$ cat src/rtl/nibble_serial_adder_ctrl_pkg.sv
// Shared definitions for the nibble-serial adder sequencer:
// adder slice width and FSM state encodings.
package nibble_serial_adder_ctrl_pkg;

  localparam int NIBBLE_W = 4;

  typedef enum logic [1:0] {
    ST_IDLE = 2'd0,
    ST_RUN  = 2'd1,
    ST_DONE = 2'd2
  } state_t;

endpackage

$ cat src/rtl/nibble_serial_adder_ctrl_full_adder_4bit.sv
// Purely combinational 4-bit adder slice with carry in/out,
// reused once per nibble by the sequencer.
module full_adder_4bit
  import nibble_serial_adder_ctrl_pkg::*;
(
  input  logic [NIBBLE_W-1:0] a,
  input  logic [NIBBLE_W-1:0] b,
  input  logic                cin,
  output logic [NIBBLE_W-1:0] sum,
  output logic                cout
);

  logic [NIBBLE_W:0] w_full;

  // One add produces both the nibble sum and its carry out
  always_comb begin
    w_full = {1'b0, a} + {1'b0, b} + {{NIBBLE_W{1'b0}}, cin};
    sum    = w_full[NIBBLE_W-1:0];
    cout   = w_full[NIBBLE_W];
  end

endmodule

$ cat src/rtl/nibble_serial_adder_ctrl.sv
// Adds two WIDTH-bit operands one nibble per cycle through a
// single 4-bit adder, carrying between cycles in a register.
module nibble_serial_adder_ctrl
  import nibble_serial_adder_ctrl_pkg::*;
#(
  parameter int WIDTH = 16
) (
  input  logic             clk,
  input  logic             rst_n,
  input  logic             in_valid,
  output logic             in_ready,
  input  logic [WIDTH-1:0] a,
  input  logic [WIDTH-1:0] b,
  input  logic             cin,
  output logic             out_valid,
  input  logic             out_ready,
  output logic [WIDTH-1:0] sum,
  output logic             cout,
  output logic             busy
);

  localparam int NIB   = WIDTH / NIBBLE_W;
  localparam int IDX_W = $clog2(NIB);
  localparam logic [IDX_W-1:0] LAST = IDX_W'(NIB - 1);

  state_t             r_state;
  state_t             w_next;
  logic [IDX_W-1:0]   r_idx;
  logic               r_carry;
  logic [WIDTH-1:0]   r_op_a;
  logic [WIDTH-1:0]   r_op_b;
  logic [WIDTH-1:0]   r_sum;
  logic               r_cout;
  logic [NIBBLE_W-1:0] w_fa_a;
  logic [NIBBLE_W-1:0] w_fa_b;
  logic [NIBBLE_W-1:0] w_fa_sum;
  logic               w_fa_cout;
  logic               w_last;

  // Route the current nibble of each operand into the adder
  always_comb begin
    w_fa_a = '0;
    w_fa_b = '0;
    for (int k = 0; k < NIB; k++) begin
      if (r_idx == IDX_W'(k)) begin
        w_fa_a = r_op_a[k*NIBBLE_W +: NIBBLE_W];
        w_fa_b = r_op_b[k*NIBBLE_W +: NIBBLE_W];
      end
    end
  end

  full_adder_4bit u_fa (
    .a    (w_fa_a),
    .b    (w_fa_b),
    .cin  (r_carry),
    .sum  (w_fa_sum),
    .cout (w_fa_cout)
  );

  assign w_last = (r_idx == LAST);

  // Next-state decode; the unused encoding falls back to idle
  always_comb begin
    w_next = r_state;
    case (r_state)
      ST_IDLE: if (in_valid)  w_next = ST_RUN;
      ST_RUN:  if (w_last)    w_next = ST_DONE;
      ST_DONE: if (out_ready) w_next = ST_IDLE;
      default:                w_next = ST_IDLE;
    endcase
  end

  // State, operand capture, nibble writeback and carry ripple
  always_ff @(posedge clk) begin
    if (!rst_n) begin
      r_state <= ST_IDLE;
      r_idx   <= '0;
      r_carry <= 1'b0;
      r_op_a  <= '0;
      r_op_b  <= '0;
      r_sum   <= '0;
      r_cout  <= 1'b0;
    end else begin
      r_state <= w_next;
      if (r_state == ST_IDLE && in_valid) begin
        r_op_a  <= a;
        r_op_b  <= b;
        r_carry <= cin;
        r_idx   <= '0;
        r_sum   <= '0;
      end else if (r_state == ST_RUN) begin
        for (int k = 0; k < NIB; k++) begin
          if (r_idx == IDX_W'(k)) begin
            r_sum[k*NIBBLE_W +: NIBBLE_W] <= w_fa_sum;
          end
        end
        r_carry <= w_fa_cout;
        if (w_last) begin
          r_idx  <= '0;
          r_cout <= w_fa_cout;
        end else begin
          r_idx  <= r_idx + 1'b1;
        end
      end
    end
  end

  assign in_ready  = (r_state == ST_IDLE);
  assign out_valid = (r_state == ST_DONE);
  assign busy      = (r_state == ST_RUN) || (r_state == ST_DONE);
  assign sum       = r_sum;
  assign cout      = r_cout;

endmodule
$ cat config.mk
export PLATFORM = sky130hd
export DESIGN_NAME = nibble_serial_adder_ctrl
export DESIGN_NICKNAME = d
export VERILOG_FILES = /design/src/rtl/nibble_serial_adder_ctrl_pkg.sv /design/src/rtl/nibble_serial_adder_ctrl_full_adder_4bit.sv /design/src/rtl/nibble_serial_adder_ctrl.sv
export SDC_FILE = /design/constraint.sdc
export NUM_CORES = 1
export LEC_CHECK = 0
export ABC_AREA = 0
export BUFFER_PORTS_ARGS = -buffer_cell sky130_fd_sc_hd__clkbuf_2
export CAP_MARGIN = 5
export CORE_MARGIN = 8
export CORE_UTILIZATION = 40
export DETAILED_ROUTE_END_ITERATION = 7
export HOLD_SLACK_MARGIN = 0.02
export PLACE_DENSITY = 0.66
export SLEW_MARGIN = 10
export SYNTH_ARGS = -nofsm -noshare
export SYNTH_HDL_FRONTEND = slang
export SYNTH_HIERARCHICAL = 1
export SYNTH_SLANG_ARGS = --single-unit
$ cat constraint.sdc
create_clock -name clk -period 7.07 [get_ports clk]
set_input_delay 1.0605 -clock clk [delete_from_list [all_inputs] [get_ports clk]]
set_output_delay 1.0605 -clock clk [all_outputs]
set_load 0.02 [all_outputs]
### After elaboration in Yosys (flattened, before gate mapping)

Index checks and enable logic that the tools add are counted.

* register bits after elaboration: 54
* input port bits: 37
* output and inout port bits: 20
* word-level logic and storage cells: 50

* add/sub/neg operators: 3
* equal/unequal tests: 8
* mux-type cells: 15
* bitwise operators: 2
* reductions and logical operators: 12

Operator list (count)
* two-way mux 4 bit: 8
* two-way mux 2 bit: 4
* AND reduction 2 bit: 4
* equality test 2 bit (second input constant): 3
* case mux 2 bit (3 select lines): 1
* AND reduction 3 bit: 2
* adder 4 x 4 -> 5 bit: 1
* adder 5 x 1 -> 5 bit: 1
* equality test 2 x 1 -> 1 bit (second input constant): 2
* logical NOT 2 bit: 2
* inequality test 2 bit (second input constant): 2
* adder 2 x 1 -> 2 bit (second input constant): 1
* two-way mux 1 bit: 2
* inequality test 2 x 1 -> 1 bit (second input constant): 1
* inverter 1 bit: 2
* nonzero test 2 bit: 1
* OR reduction 2 bit: 1
* logical AND 1 bit: 1
* logical OR 1 bit: 1

### Depth between registers and ports, before layout

* word-level depth: 9
* depth in mapped cells: 15
* gate-level depth less buffers: 14

### Hierarchy

The synthesis kept the hierarchy.

By module, submodules not included
* nibble_serial_adder_ctrl: times used 1, cells an instance 309, area each 2407.3 um^2, sequential area each 1081.0 um^2
* full_adder_4bit: times used 1, cells an instance 16, area each 143.9 um^2, sequential area each 0.0 um^2

### Worst setup path after synthesis

OpenSTA, ideal clock, no wires.

* kind: reg2reg
* start point: register r_idx[0]
* end point: register r_carry
* setup time: 116 ps
* data arrival time: 2468 ps
* path slack: 4485 ps
* cell stages (with the launch flop): 16
* buffers on the path: 1
* period minus slack after synthesis: 2585 ps
* cells stage by stage: dfxtp_1 inv_1 ha_1 clkbuf_1 a21oi_1 o21ai_0 a22o_1 fa_1 inv_1 fa_1 nor2b_1 o21ai_0 nand2b_1 mux2i_1 nand2_1 o211a_1

* longest elaborated chain between the ends: 9
* elaborated cells between the ends (all ways): 16
* those cells by class: 2 x add/sub; 3 x eq/ne; 10 x mux; 1 x reduce/logical

Ends and longest elaborated chain
* start: declaration: RTL line nibble_serial_adder_ctrl.sv:28 `logic [IDX_W-1:0] r_idx;`
* start signal: assignment: RTL line nibble_serial_adder_ctrl.sv:102 `r_idx <= r_idx + 1'b1;`
* logical NOT 2 bit: RTL line nibble_serial_adder_ctrl.sv:45 `if (r_idx == IDX_W'(k)) begin`
* two-way mux 4 bit (3 in a row): RTL line nibble_serial_adder_ctrl.sv:45
* two-way mux 4 bit *: RTL line nibble_serial_adder_ctrl.sv:45
* named net w_fa_a[0]: RTL line nibble_serial_adder_ctrl.sv:34 `logic [NIBBLE_W-1:0] w_fa_a;`
* adder 4 x 4 -> 5 bit *: RTL line nibble_serial_adder_ctrl_full_adder_4bit.sv:17 `w_full = {1'b0, a} + {1'b0, b} + {{NIBBLE_W{1'b0}}, cin};`
* adder 5 x 1 -> 5 bit *: RTL line nibble_serial_adder_ctrl_full_adder_4bit.sv:17
* named net w_fa_cout: RTL line nibble_serial_adder_ctrl.sv:37 `logic w_fa_cout;`
* two-way mux 1 bit *: RTL line nibble_serial_adder_ctrl.sv:91 `end else if (r_state == ST_RUN) begin`
* two-way mux 1 bit *: RTL line nibble_serial_adder_ctrl.sv:85 `if (r_state == ST_IDLE && in_valid) begin`
* end signal: assignment: RTL line nibble_serial_adder_ctrl.sv:88 `r_carry <= cin;`
* end signal: assignment: RTL line nibble_serial_adder_ctrl.sv:97 `r_carry <= w_fa_cout;`
* end: declaration: RTL line nibble_serial_adder_ctrl.sv:29 `logic r_carry;`

Mark *: on every way through the listed nets, which the timed path passes. The rest lies on a longest branch. The select of a mux whose other input is x is not followed.
A chain may end at the register's enable or synchronous reset.

### Worst setup path in the final report

Same ends and word-level chain as after synthesis.

==> results.toml <==
[status]
status = "completed"

[synth]
ys_warn_count = 6
yosysTopAreaCell = "dfxtp_1"
synth_cell_types = 26
synthTopCellsByArea = "dfxtp_1 42%, nand2_1 15%, a21boi_0 8.2%"
async_flop_share_pct = 0
synth_nets = 376
synth_ff_type = "dfxtp_1"
synth.top_cells.by_count = "99 x nand2_1, 54 x dfxtp_1, 32 x a21oi_1"
synthesis.instances = 325
synth_top_area_share_pct = 42.4
yosysMostFrequentCell = "nand2_1"
syn-cell-area_mm2 = 0.00255
syn_avg_cell_area_um2 = 7.85
seq_area_frac_synth_pct = 42.4
synth_edf_count = 0
ys_ff_latch = 54

[floorplanning]
rows = 29
core_mm2 = 0.00628
die_h_um = 95.9
die_w_um = 95.9
die_area_mm2 = 0.00919
start_util_pct = 40.6
ios = 57

[pwr]
leakage_nw = 1.21
power_density_mw_per_mm2 = 289
peakVddDrop_uv = 120
total_power_mw = 0.846

[timing]
period_share_pct = 43.9
whs_ps = 459
min_period_ps = 3100
drv_slew = 0
rsz0062_at_grt = "false"
hold_viol = 0
setup_viol = 0
clock.fmax_mhz = 322
fin_tns_setup_ps = 0
worstMarginPinSlew_ps = 1180
slew_headroom_pct = 21.1
skew_ps = 13.1

[setup_path]
cp_num_cells = 12
crit_fanout = 21
worst_ep_arrival_time_ps = 3300
r2r-end = "r_carry"
critical_path.top_delay_family = "adder cells"
cp-start-kind = "flop"
crit_type = "flop to flop"
required_ps = 7270
cp-endpoint = "r_carry"
reg2reg_depth = 12
cp-startpoint = "r_idx[0]"
cp_slowest_cell = "ha_1"
critical_path_buf_inv_count = 1
cp-end-kind = "flop"
slowest_delay_ps = 640
crit_chain = "ha_1, o21ai_0, a22o_1, fa_1, inv_1, fa_1, nor2b_1, o21ai_0, nand2b_1, mux2i_1, nand2_1, o211a_1"
r2r-start = "r_idx[0]"
rrSetupSlack_ps = 3970

[cts]
cts_max_level = 2
post-cts-setup-buffer-count = 0
path_clk_slew_ps = 100
clk_path_buf_depth = 2
cts_hold_buffers = 0
cts.root.buffer_cell = "clkbuf_8"
cts_resized = 0
cts_made_buffers = 5
clk_latency_ps = 310
cts.sinks = 54
cts_tree = "done"

[global_route]
grt_max_degree = 40
grt_pass1_wl_um = 9740
antenna_found_initial = 0
grt_pass1_vias = 2092
grt_use_total_pct = 13.2
grt_overflow = 0

[routing]
vias = 2195
viasPerCell = 4.94
final_antenna_net_count = 0
wl_per_cell_um = 13.1
drt_first_iter_violations = 142
firstDrtPassIters = 4
drc = 0
wl_um = 5810

[finish]
regArea_mm2 = 0.00108
fillers = 644
fin_cells = 444
utilization_pct = 46.6
nets = 417
multiInputGateArea_mm2 = 0.00131
drive_gt1_share_pct = 17.7
diodes = 0
area_growth_pct = 14.7

[min_path]
hold_path.class = "flop to flop"

[placed_design]
routabilityCongestion = 0.791
port_buffers = 56
dpl.hpwl_um = 4120
dp_cells = 436

[run]
maxCapViolations = 0
==> worst min path at each step <==
| stage | from | endpoint | slack (ps) | cells past startpoint |
|---|---|---|---|---|
| CTS | sum[7] | sum[7] | 460 | 2 |
| detailed placement | sum[7] | sum[7] | 450 | 2 |
| finish | sum[5] | sum[5] | 460 | 2 |
| global placement | sum[8] | sum[8] | 440 | 2 |
| global route | sum[5] | sum[5] | 470 | 2 |
| floorplan | r_op_b[10] | r_op_b[10] | 440 | 2 |
==> registers in the layout, summed over array words and instances, names as in the netlist <==
register,count
cout,1
r_carry,1
r_idx,2
r_op_a,16
r_op_b,16
r_state,2
sum,16
==> worst register-to-register path: stages (launching register included) <==
cell and delay, ps:
dfxtp_1 410, ha_1 640, o21ai_0 280, a22o_1 260, fa_1 440, inv_1 90, fa_1 200, nor2b_1 50
o21ai_0 140, nand2b_1 90, mux2i_1 140, nand2_1 70, o211a_1 170
==> through the flow <==
stage | worst slack [ps] | area (µm²)
floorplan | 4490 | 2550
global placement | 4040 | 2840
detailed placement | 3980 | 2840
CTS | 3940 | 2930
global route | 3660 | 2930
finish | 3970 | 2930
==> cells in the final DEF (no fill, tap or decap), drive strengths merged, types with 5 or more instances in the layout <==
master	count
nand2	99
clkbuf	62
dfxtp	54
a21oi	33
a21boi	33
inv	19
nand3	16
ha	12
o21ai	10
a22o	8
mux2i	5
==> cell type report <==
cell class	instances	area share, %
Sequential cell	54	37.0
Multi-Input combinational cell	230	44.8
Inverter	19	2.44
Clock inverter	2	0.470
Clock buffer	6	2.48
Tap cell	77	3.29
Timing Repair Buffer	56	9.58
==> layer usage <==
| layer | wire length, µm | track usage (%) | vias to the layer above |
|---|---|---|---|
| met2 | 2650 | 20.9 | 51 |
| li1 | - | - | 1150 |
| met1 | 2720 | 17.5 | 988 |
| met3 | 393 | 3.67 | 6 |
| met4 | 44 | 3.07 | 0 |
| met5 | 0 | 0 | - |
==> cells by family after synthesis <==
logic type	count (synthesis)	share of synthesized area [%]
and+or+nand+nor	122	19.1
AOI/OAI and AO/OA	87	22.1
DFF	54	42.4
buffers and inverters	41	6.28
adders and majority gates	14	7.45
muxes	5	1.96
xor gates and xnor gates	2	0.687
==> power breakdown <==
group | switching (mW) | total [mW] | internal (mW) | leakage [nW]
clock network | 0.0982 | 0.168 | 0.0701 | 0.0452
registers | 0.0235 | 0.369 | 0.346 | 0.441
logic | 0.203 | 0.308 | 0.105 | 0.719
(Power assumes the default switching activity.)
